<file path="config.mk">
export PLATFORM = sky130hd
export DESIGN_NAME = sat_counter
export DESIGN_NICKNAME = d
export VERILOG_FILES = /design/src/rtl/sat_counter.sv
export SDC_FILE = /design/constraint.sdc
export NUM_CORES = 1
export LEC_CHECK = 0
export ABC_CLOCK_PERIOD_IN_PS = 3110
export BUFFER_PORTS_ARGS = -buffer_cell sky130_fd_sc_hd__buf_4
export CORE_MARGIN = 2
export CORE_UTILIZATION = 45
export CTS_BUF_LIST = sky130_fd_sc_hd__clkbuf_8
export CTS_CLUSTER_DIAMETER = 150
export DETAILED_ROUTE_END_ITERATION = 10
export PLACE_DENSITY_LB_ADDON = 0.25
export SETUP_SLACK_MARGIN = 0.2
export SYNTH_ARGS = -nofsm -noshare
export SYNTH_HDL_FRONTEND = slang
export SYNTH_SLANG_ARGS = --single-unit
export TNS_END_PERCENT = 1
</file>
<file path="constraint.sdc">
create_clock -name clk -period 3.11 [get_ports clk]
set_input_delay 0.4665 -clock clk [delete_from_list [all_inputs] [get_ports clk]]
set_output_delay 0.4665 -clock clk [all_outputs]
set_load 0.05 [all_outputs]
</file>
<file path="src/rtl/sat_counter.sv">
// Saturating up-counter with synchronous clear; clear wins over a same-cycle increment.
module sat_counter #(
  parameter int W = 16
) (
  input  logic         clk,
  input  logic         reset,
  input  logic         clr,
  input  logic         inc,
  output logic [W-1:0] count
);

  always_ff @(posedge clk or posedge reset) begin
    if (reset) begin
      count <= '0;
    end else if (clr) begin
      count <= '0;
    end else if (inc && (count != '1)) begin
      count <= count + 1'b1;
    end
  end

endmodule

</file>
==> results.toml, run 1 <==
[place]
io_buffers = 19
placed_cells = 143
routabilityCongestion = 0.847
dp_hpwl_um = 1500

[timing]
slew_violations = 0
setup_tns_ns = 0
worst_hold_slack_ns = 0.294
clock_skew_ns = 0.00265
timing.final.crit_share_pct = 62.4
hold_violations = 0
setup_violations = 0
fin_crit_ns = 1.94
fmax_mhz = 516
rsz0062_at_grt = "false"
tightest_slew_ns = 0.641
slew-limit-headroom_pct = 56.9

[global_route]
grt_overflow = 0
grt_pass1_vias = 821
grt_pass1_wl_um = 3550
grt_use_total_pct = 18.9
antenna_found_initial = 0
grt_max_degree = 20

[finish]
layout_commonest_cell = "buf_4"
reg_top3 = "count x16"
layout-drive-gt1-share_pct = 24.2
n_fill_cell = 191
register_area_um2 = 400
multi_input_area_um2 = 495
layout_common_cells = "19 x buf_4, 16 x dfrtp_1, 12 x a21oi_1, 7 x nand3_1"
final_cell_count_no_fill = 147
areaGrowthSynthToFinish_pct = 22.1
regMostFlops = "count"
largest_reg_flops = 16
final_nets = 126
diodes = 0

[clocking]
cts_resized = 0
cts_made_buffers = 3
ctsHoldBuffers = 0
post_cts_buffers = 0
cts-htree-levels = 1
cts_tree = "done"
clk_latency_ns = 0.25
cts_root_buf = "clkbuf_8"
numClockSinks = 16
clk_pin_slew_ns = 0.06
clock_path_buffers = 2

[floorplanning]
top_level_ports = 20
dieArea_um2 = 2450
die_w_um = 49.5
coreArea_um2 = 1960
rows = 16
die_y_um = 49.5
start_util_pct = 47.5

[route]
drc_errors = 0
vias_per_cell = 5.96
routedWlPerCell_um = 14.3
wirelength_um = 2110
firstDrtPassIters = 5
dr.first_iter.drc_count = 18
vias = 876
ant_nets = 0

[logic_synthesis]
postSynthCellCount = 101
synth_area_um2 = 932
yosysSeqAreaShare_pct = 43.0
yosys.cell_types.count = 29
ys_ff_latch = 16
avgSynthCellArea_um2 = 9.23
yosysWarnings = 0
synth_nets = 106

[setup_path]
path_class = "flip-flop to flip-flop"
cp-start-kind = "flip-flop"
cp_data_required_time_ns = 3.25
crit_fanout = 8
worst_setup_path_end_kind = "flip-flop"
worstPathArrival_ns = 2.08

[pwr]
vdd_drop_max_v = 0.000326
p_leak_nw = 0.455
fin_total_pwr_mw = 0.432
power_density_nw_per_um2 = 379

[run]
drv_cap = 0

[worst_hold_path]
hold_class = "primary input to async pin"

[run_status]
outcome = "finished clean"
-- power by group --
group / switching [mW] / total [mW] / internal [mW]
clock: 0.0713 / 0.184 / 0.112
combinational: 0.0235 / 0.0341 / 0.0107
sequential: 0.00355 / 0.214 / 0.211
total: 0.0983 / 0.432 / 0.334
-- logic make-up after synthesis --
logic type               synth area share (%)
AND/OR/NAND/NOR                          32.6
adder cells (fa/ha/maj)                  1.34
buffers and inverters                    3.89
multiplexers                             3.49
flip-flops                               43.0
AO/OA/AOI/OAI                            15.7
-- metal layers --
layer  share of wire, %  track usage (%)  vias to the layer above
met2                 47             31.1                       26
met3                4.6             2.73                        2
met4                1.0             10.2                        0
met5                  0                0                        -
met1                 48             24.0                      418
li1                   -                -                      430
-- metrics by stage --
stage / setup WS, ns / cell area, um^2 / util (%)
after global routing: 1.01 / 1140 / 58.0
after CTS: 1.20 / 1140 / 58.0
after floorplan: 0.975 / 932 / -
after detailed placement: 1.16 / 1080 / 55.2
after global placement: 1.19 / 1080 / 55.2
final: 1.17 / 1140 / 58.0
-- worst max-delay path, stage by stage, from the launching register on --
cell and delay, ns:
dfrtp_1 0.41, ha_1 0.33, nand3_1 0.11, nor4_1 0.50
nor2b_1 0.17, mux2_2 0.30
-- cells in the mapped netlist --
| cell | instances | share of area, % |
|---|---|---|
| dfrtp_1 | 16 | 43 |
| a21oi_1 | 12 | 6.4 |
| nand3_1 | 7 | 3.8 |
| nand2_1 | 6 | 2.4 |
| or3_1 | 6 | 4.0 |
| or4_1 | 6 | 4.8 |
| o21ai_0 | 5 | 2.7 |
| o31ai_1 | 5 | 4.0 |
| nand4_1 | 4 | 2.7 |
| nor3_1 | 4 | 2.1 |
| inv_1 | 3 | 1.2 |
| nor2_1 | 3 | 1.2 |
| nor2b_1 | 3 | 2.0 |
| nor4_1 | 3 | 2.0 |
| mux2_2 | 2 | 2.4 |
| nand2b_1 | 2 | 1.3 |
| o41ai_1 | 2 | 1.9 |
| a31oi_1 | 1 | 0.67 |
| and4_1 | 1 | 0.94 |
| buf_4 | 1 | 0.81 |
| clkbuf_1 | 1 | 0.40 |
| clkbuf_2 | 1 | 0.54 |
| dlygate4sd1_1 | 1 | 0.94 |
| ha_1 | 1 | 1.3 |
| mux2i_1 | 1 | 1.1 |
| nand4_4 | 1 | 2.3 |
| or3_2 | 1 | 0.81 |
| or4_2 | 1 | 0.94 |
| or4_4 | 1 | 1.2 |
-- layout make-up --
| class | instances | share of cell area [%] |
|---|---|---|
| inverters | 3 | 0.989 |
| well taps | 27 | 2.97 |
| flip-flops and latches | 16 | 35.2 |
| multi-input cells | 78 | 43.5 |
| clock buffers | 4 | 4.84 |
| repair buffers | 19 | 12.5 |
-- final timing paths --
check	start	end	slack, ns	cells after the start
max in group asynchronous	reset	count[4]$_DFFE_PP0P_	2.41	2
max	count[1]$_DFFE_PP0P_	count[0]$_DFFE_PP0P_	1.17	5
max reg2reg	count[1]$_DFFE_PP0P_	count[0]$_DFFE_PP0P_	1.17	5
min in group clk	clr	count[12]$_DFFE_PP0P_	0.52	2
min	reset	count[7]$_DFFE_PP0P_	0.29	2
min reg2reg	count[14]$_DFFE_PP0P_	count[14]$_DFFE_PP0P_	0.60	2
Power figures use the tool's default switching activity.
==> run 2: changes to the inputs <==
Settings changed: ABC_CLOCK_PERIOD_IN_PS 3110 to 1600.
Clock period 3.11 ns to 1.6 ns, I/O delays scaled along.
==> run 2 against run 1 <==
The run now ends with setup timing left. Critical path depth decreased by 1. Die area unchanged. Register-to-register slack got worse by 1.3 ns. Routed wire length increased by 36%. Core utilization increased by 17 points. Maximum frequency increased by 11%. Global-route usage increased by 5.6 points. Clock power increased by 99%. Flip-flop and latch count unchanged. Via count increased by 21%. Combinational power increased to 2.6 times the previous value. Clock skew decreased by 0.00069 ns. Largest cell class unchanged.
==> results.toml, run 2 (synthesis gave the netlist of run 1 again) <==
[timing]
worst_slack_ns = -0.149
tightest_slew_ns = 0.651
fmax_mhz = 572
slew-limit-headroom_pct = 56.6
rsz0062_at_grt = "true"
slew_violations = 0
fin_crit_ns = 1.75
hold_violations = 0
setup_violations = 11
timing.final.crit_share_pct = 109
clock_skew_ns = 0.00196

[finish]
layout_commonest_cell = "buf_4"
reg_top3 = "count x16"
largest_reg_flops = 16
diodes = 0
regMostFlops = "count"
final_nets = 159
layout_common_cells = "52 x buf_4, 14 x dfrtp_2, 11 x a21oi_1, 6 x nand3_1, 6 x or3_1"
layout-drive-gt1-share_pct = 56.2
design_area_um2 = 1470
n_fill_cell = 158
areaGrowthSynthToFinish_pct = 57.2

[setup_path]
cp_data_required_time_ns = 1.78
path_common_cell = "or4_4"
critPathTopFamily = "simple AND/OR/NAND/NOR gates"
path_buf_inv = 0
crit_fanout = 5
cp_slowest_stage_delay_ns = 0.59
cp_cell_sequence = "nand4_1 -> or4_4 -> or4_4 -> a21oi_2"
cp-start-kind = "flip-flop"
worstPathArrival_ns = 1.93
path_class = "flip-flop to flip-flop"
worst_setup_path_end_kind = "flip-flop"
slowest_stage = "or4_4"

[pwr]
p_clk_share_pct = 42.0
combPwrFrac_pct = 10.3
power_density_nw_per_um2 = 597
p_sw_mw = 0.210
vdd_drop_max_v = 0.000663
swShare_pct = 24.0
p_seq_share_pct = 47.7
p_int_mw = 0.665
p_leak_nw = 0.619
fin_total_pwr_mw = 0.874

[global_route]
grt_pass1_wl_um = 4660
grt_overflow = 0
grt_use_total_pct = 24.6
grt_pass1_vias = 997
grt_max_degree = 20
antenna_found_initial = 0

[run]
drv_cap = 0

[clocking]
cts-htree-levels = 1
ctsHoldBuffers = 0
cts_made_buffers = 3
clk_latency_ns = 0.25
clk_pin_slew_ns = 0.07
numClockSinks = 16
clock_path_buffers = 2
cts_tree = "done"
cts_root_buf = "clkbuf_8"

[route]
drc_errors = 0
ant_nets = 0
routedWlPerCell_um = 15.9
dr.first_iter.drc_count = 32
wirelength_um = 2860
vias = 1061
firstDrtPassIters = 4
vias_per_cell = 5.89

[run_status]
violations = "setup timing"
outcome = "complete, but fails checks"

[place]
dp_hpwl_um = 1890
place_area_um2 = 1340
routabilityCongestion = 0.757
io_buffers = 19

[floorplanning]
start_util_pct = 47.5
die_y_um = 49.5
top_level_ports = 20
dieArea_um2 = 2450
die_w_um = 49.5
rows = 16
coreArea_um2 = 1960

[worst_hold_path]
hold_class = "primary input to async pin"
## run 2: cell types whose count changed in the layout (fill, tap and decap cells not counted), moves of 2 or more
cell / before / now
nor4_1: 3 / 1
dfrtp_2: 0 / 14
nor3_1: 4 / 2
buf_4: 19 / 52
dfrtp_1: 16 / 2
nor3_2: 0 / 2
## run 2: repair_timing
action | 4_1_cts | 5_1_grt
setup buffers | 0 | 2
resized for setup | 5 | 7
pin swaps | 11 | 3
endpoints found under the setup margin | 16 | 16
## run 2: power groups by stage
| stage | Combinational, mW | Clock (mW) | Sequential (mW) |
|---|---|---|---|
| detailed placement | 0.0852 | 0 | 0.422 |
| CTS | 0.0890 | 0.369 | 0.417 |
| finish | 0.0903 | 0.367 | 0.417 |
| global route | 0.0975 | 0.395 | 0.417 |
| floorplan | 0.0322 | 0 | 0.441 |
| global placement | 0.0836 | 0 | 0.422 |
## run 2: layout make-up
class	count	area, um^2	area share, %
Multi-Input combinational cell	78	557	38.0
Sequential cell	16	418	28.5
Timing Repair Buffer	52	390	26.6
Clock buffer	4	55.1	3.76
Tap cell	27	33.8	2.31
Inverter	3	11.3	0.769
## run 2: final timing paths
path | from | endpoint | slack, ns | cells past startpoint
max | count[2]$_DFFE_PP0P_ | count[13]$_DFFE_PP0P_ | -0.15 | 4
min | reset | count[1]$_DFFE_PP0P_ | 0.09 | 2
max reg2reg | count[2]$_DFFE_PP0P_ | count[13]$_DFFE_PP0P_ | -0.15 | 4
min reg2reg | count[2]$_DFFE_PP0P_ | count[2]$_DFFE_PP0P_ | 0.66 | 3
max in group asynchronous | reset | count[4]$_DFFE_PP0P_ | 1.05 | 2
min in group clk | clr | count[13]$_DFFE_PP0P_ | 0.28 | 2
## run 2: per-stage QoR
step | std cells | setup WS, ns | hold slack, ns | TNS (ns) | util, %
2_1_floorplan | 101 | -0.305 | 0.153 | -2.41 | -
3_3_place_gp | 174 | -0.0599 | 0.357 | -0.159 | 68.3
3_5_place_dp | 174 | -0.0953 | 0.369 | -0.316 | 68.3
4_1_cts | 178 | -0.110 | 0.102 | -0.139 | 72.1
5_1_grt | 180 | -0.196 | 0.146 | -1.71 | 74.7
6_report | 180 | -0.149 | 0.0886 | -0.482 | 74.7
## run 2: routing by layer
layer  wire (um)  GRT usage, %  part of all wire (%)  vias up
li1            -             -                     -      498
met1        1230          32.6                    43      524
met2        1460          41.7                    51       32
met3         117          2.73                   4.1        7
met4          46          8.33                   1.6        0
met5           0             0                     0        -
==> run 3: changes to the inputs <==
Settings changed: RECOVER_POWER set to 100.
==> run 3 against run 2 <==
The flow still finishes with violations (setup timing). Register-to-register slack hardly changed. Clock power hardly changed. Final area is 2.6% lower. Combinational power is 3.8% lower. Critical path depth stayed put. Sequential share of layout area is 0.75 points higher. Power is 0.43% lower. Global-route usage stayed put. Non-clock buffer count stayed put.
==> results.toml, run 3 (synthesis gave the netlist of run 1 again) <==
[setup_path]
path_buf_inv = 0
cp_cell_sequence = "nand4_1 -> or4_4 -> or4_4 -> a21oi_2"
path_common_cell = "or4_4"
slowest_stage = "or4_4"
crit_fanout = 5
worstPathArrival_ns = 1.93
critPathTopFamily = "simple AND/OR/NAND/NOR gates"
worst_setup_path_end_kind = "flip-flop"
cp_slowest_stage_delay_ns = 0.59
cp-start-kind = "flip-flop"
cp_data_required_time_ns = 1.78
path_class = "flip-flop to flip-flop"

[floorplanning]
die_y_um = 49.5
rows = 16
start_util_pct = 47.5
dieArea_um2 = 2450
top_level_ports = 20
coreArea_um2 = 1960
die_w_um = 49.5

[clocking]
clk_pin_slew_ns = 0.07
cts_made_buffers = 3
cts_tree = "done"
clock_path_buffers = 2
cts-htree-levels = 1
numClockSinks = 16
clk_latency_ns = 0.25
cts_root_buf = "clkbuf_8"

[timing]
slew-limit-headroom_pct = 56.1
hold_violations = 0
setup_tns_ns = -0.493
worst_slack_ns = -0.148
clock_skew_ns = 0.00190
fin_crit_ns = 1.75
tightest_slew_ns = 0.657
setup_violations = 11
rsz0062_at_grt = "true"
fmax_mhz = 572
slew_violations = 0
worst_hold_slack_ns = 0.0944
timing.final.crit_share_pct = 109

[run]
drv_cap = 0

[place]
routabilityCongestion = 0.757
placed_cells = 174
dp_hpwl_um = 1890
place_area_um2 = 1340
io_buffers = 19
dpl_worst_slack_ns = -0.0953

[route]
vias = 1065
routedWlPerCell_um = 15.9
vias_per_cell = 5.92
dr.first_iter.drc_count = 33
firstDrtPassIters = 4
wirelength_um = 2860
drc_errors = 0
ant_nets = 0

[finish]
reg_top3 = "count x16"
layout_common_cells = "36 x buf_4, 15 x clkbuf_2, 14 x dfrtp_2, 11 x a21oi_1"
areaGrowthSynthToFinish_pct = 53.2
design_area_um2 = 1430
regMostFlops = "count"
final_cell_count_no_fill = 180
largest_reg_flops = 16
post-route-util_pct = 72.8
diodes = 0
layout-drive-gt1-share_pct = 56.2
layout_commonest_cell = "buf_4"
final_nets = 159

[global_route]
antenna_found_initial = 0
grt_max_degree = 20
grt_pass1_vias = 997
grt_pass1_wl_um = 4660
grt_overflow = 0
grt_use_total_pct = 24.6

[worst_hold_path]
hold_class = "primary input to async pin"

[pwr]
fin_total_pwr_mw = 0.871
p_leak_nw = 0.606
power_density_nw_per_um2 = 610
vdd_drop_max_v = 0.000661

[run_status]
violations = "setup timing"
outcome = "complete, but fails checks"
## run 3: layout make-up
class,count,area (um^2)
well taps,27,33.8
multi-input cells,78,557
fillers,167,534
flip-flops and latches,16,418
repair buffers,52,353
clock buffers,4,55.1
inverters,3,11.3
## run 3: final timing paths
check                                      from                     to  slack, ns  cells after the start
setup / recovery           count[2]$_DFFE_PP0P_  count[13]$_DFFE_PP0P_      -0.15                      4
max in group asynchronous                 reset   count[4]$_DFFE_PP0P_       1.04                      2
hold reg to reg            count[2]$_DFFE_PP0P_   count[2]$_DFFE_PP0P_       0.66                      3
setup reg to reg           count[2]$_DFFE_PP0P_  count[13]$_DFFE_PP0P_      -0.15                      4
hold / removal                            reset   count[1]$_DFFE_PP0P_       0.09                      2
min in group clk                            clr  count[13]$_DFFE_PP0P_       0.28                      2
## run 3: routing by layer
| layer | up-vias | routed length (um) | GRT usage (%) |
|---|---|---|---|
| met4 | 0 | 46 | 8.33 |
| met3 | 7 | 106 | 2.73 |
| met5 | - | 0 | 0 |
| met2 | 32 | 1460 | 41.7 |
| met1 | 525 | 1250 | 32.6 |
| li1 | 501 | - | - |
## run 3: power breakdown
part | switching, mW | internal, mW | total [mW] | leakage (nW)
sequential | 0.00703 | 0.410 | 0.417 | 0.199
combinational | 0.0541 | 0.0328 | 0.0869 | 0.378
clock | 0.148 | 0.219 | 0.367 | 0.0288
## run 3: repair_timing
action / in CTS / in global routing
hold endpoints to repair: 0 / 0
gates resized for setup: 5 / 7
pin swaps: 11 / 3
hold buffers: 0 / 0
setup buffers: 0 / 2
cloned: 0 / 0
endpoints found under the setup margin: 16 / 16
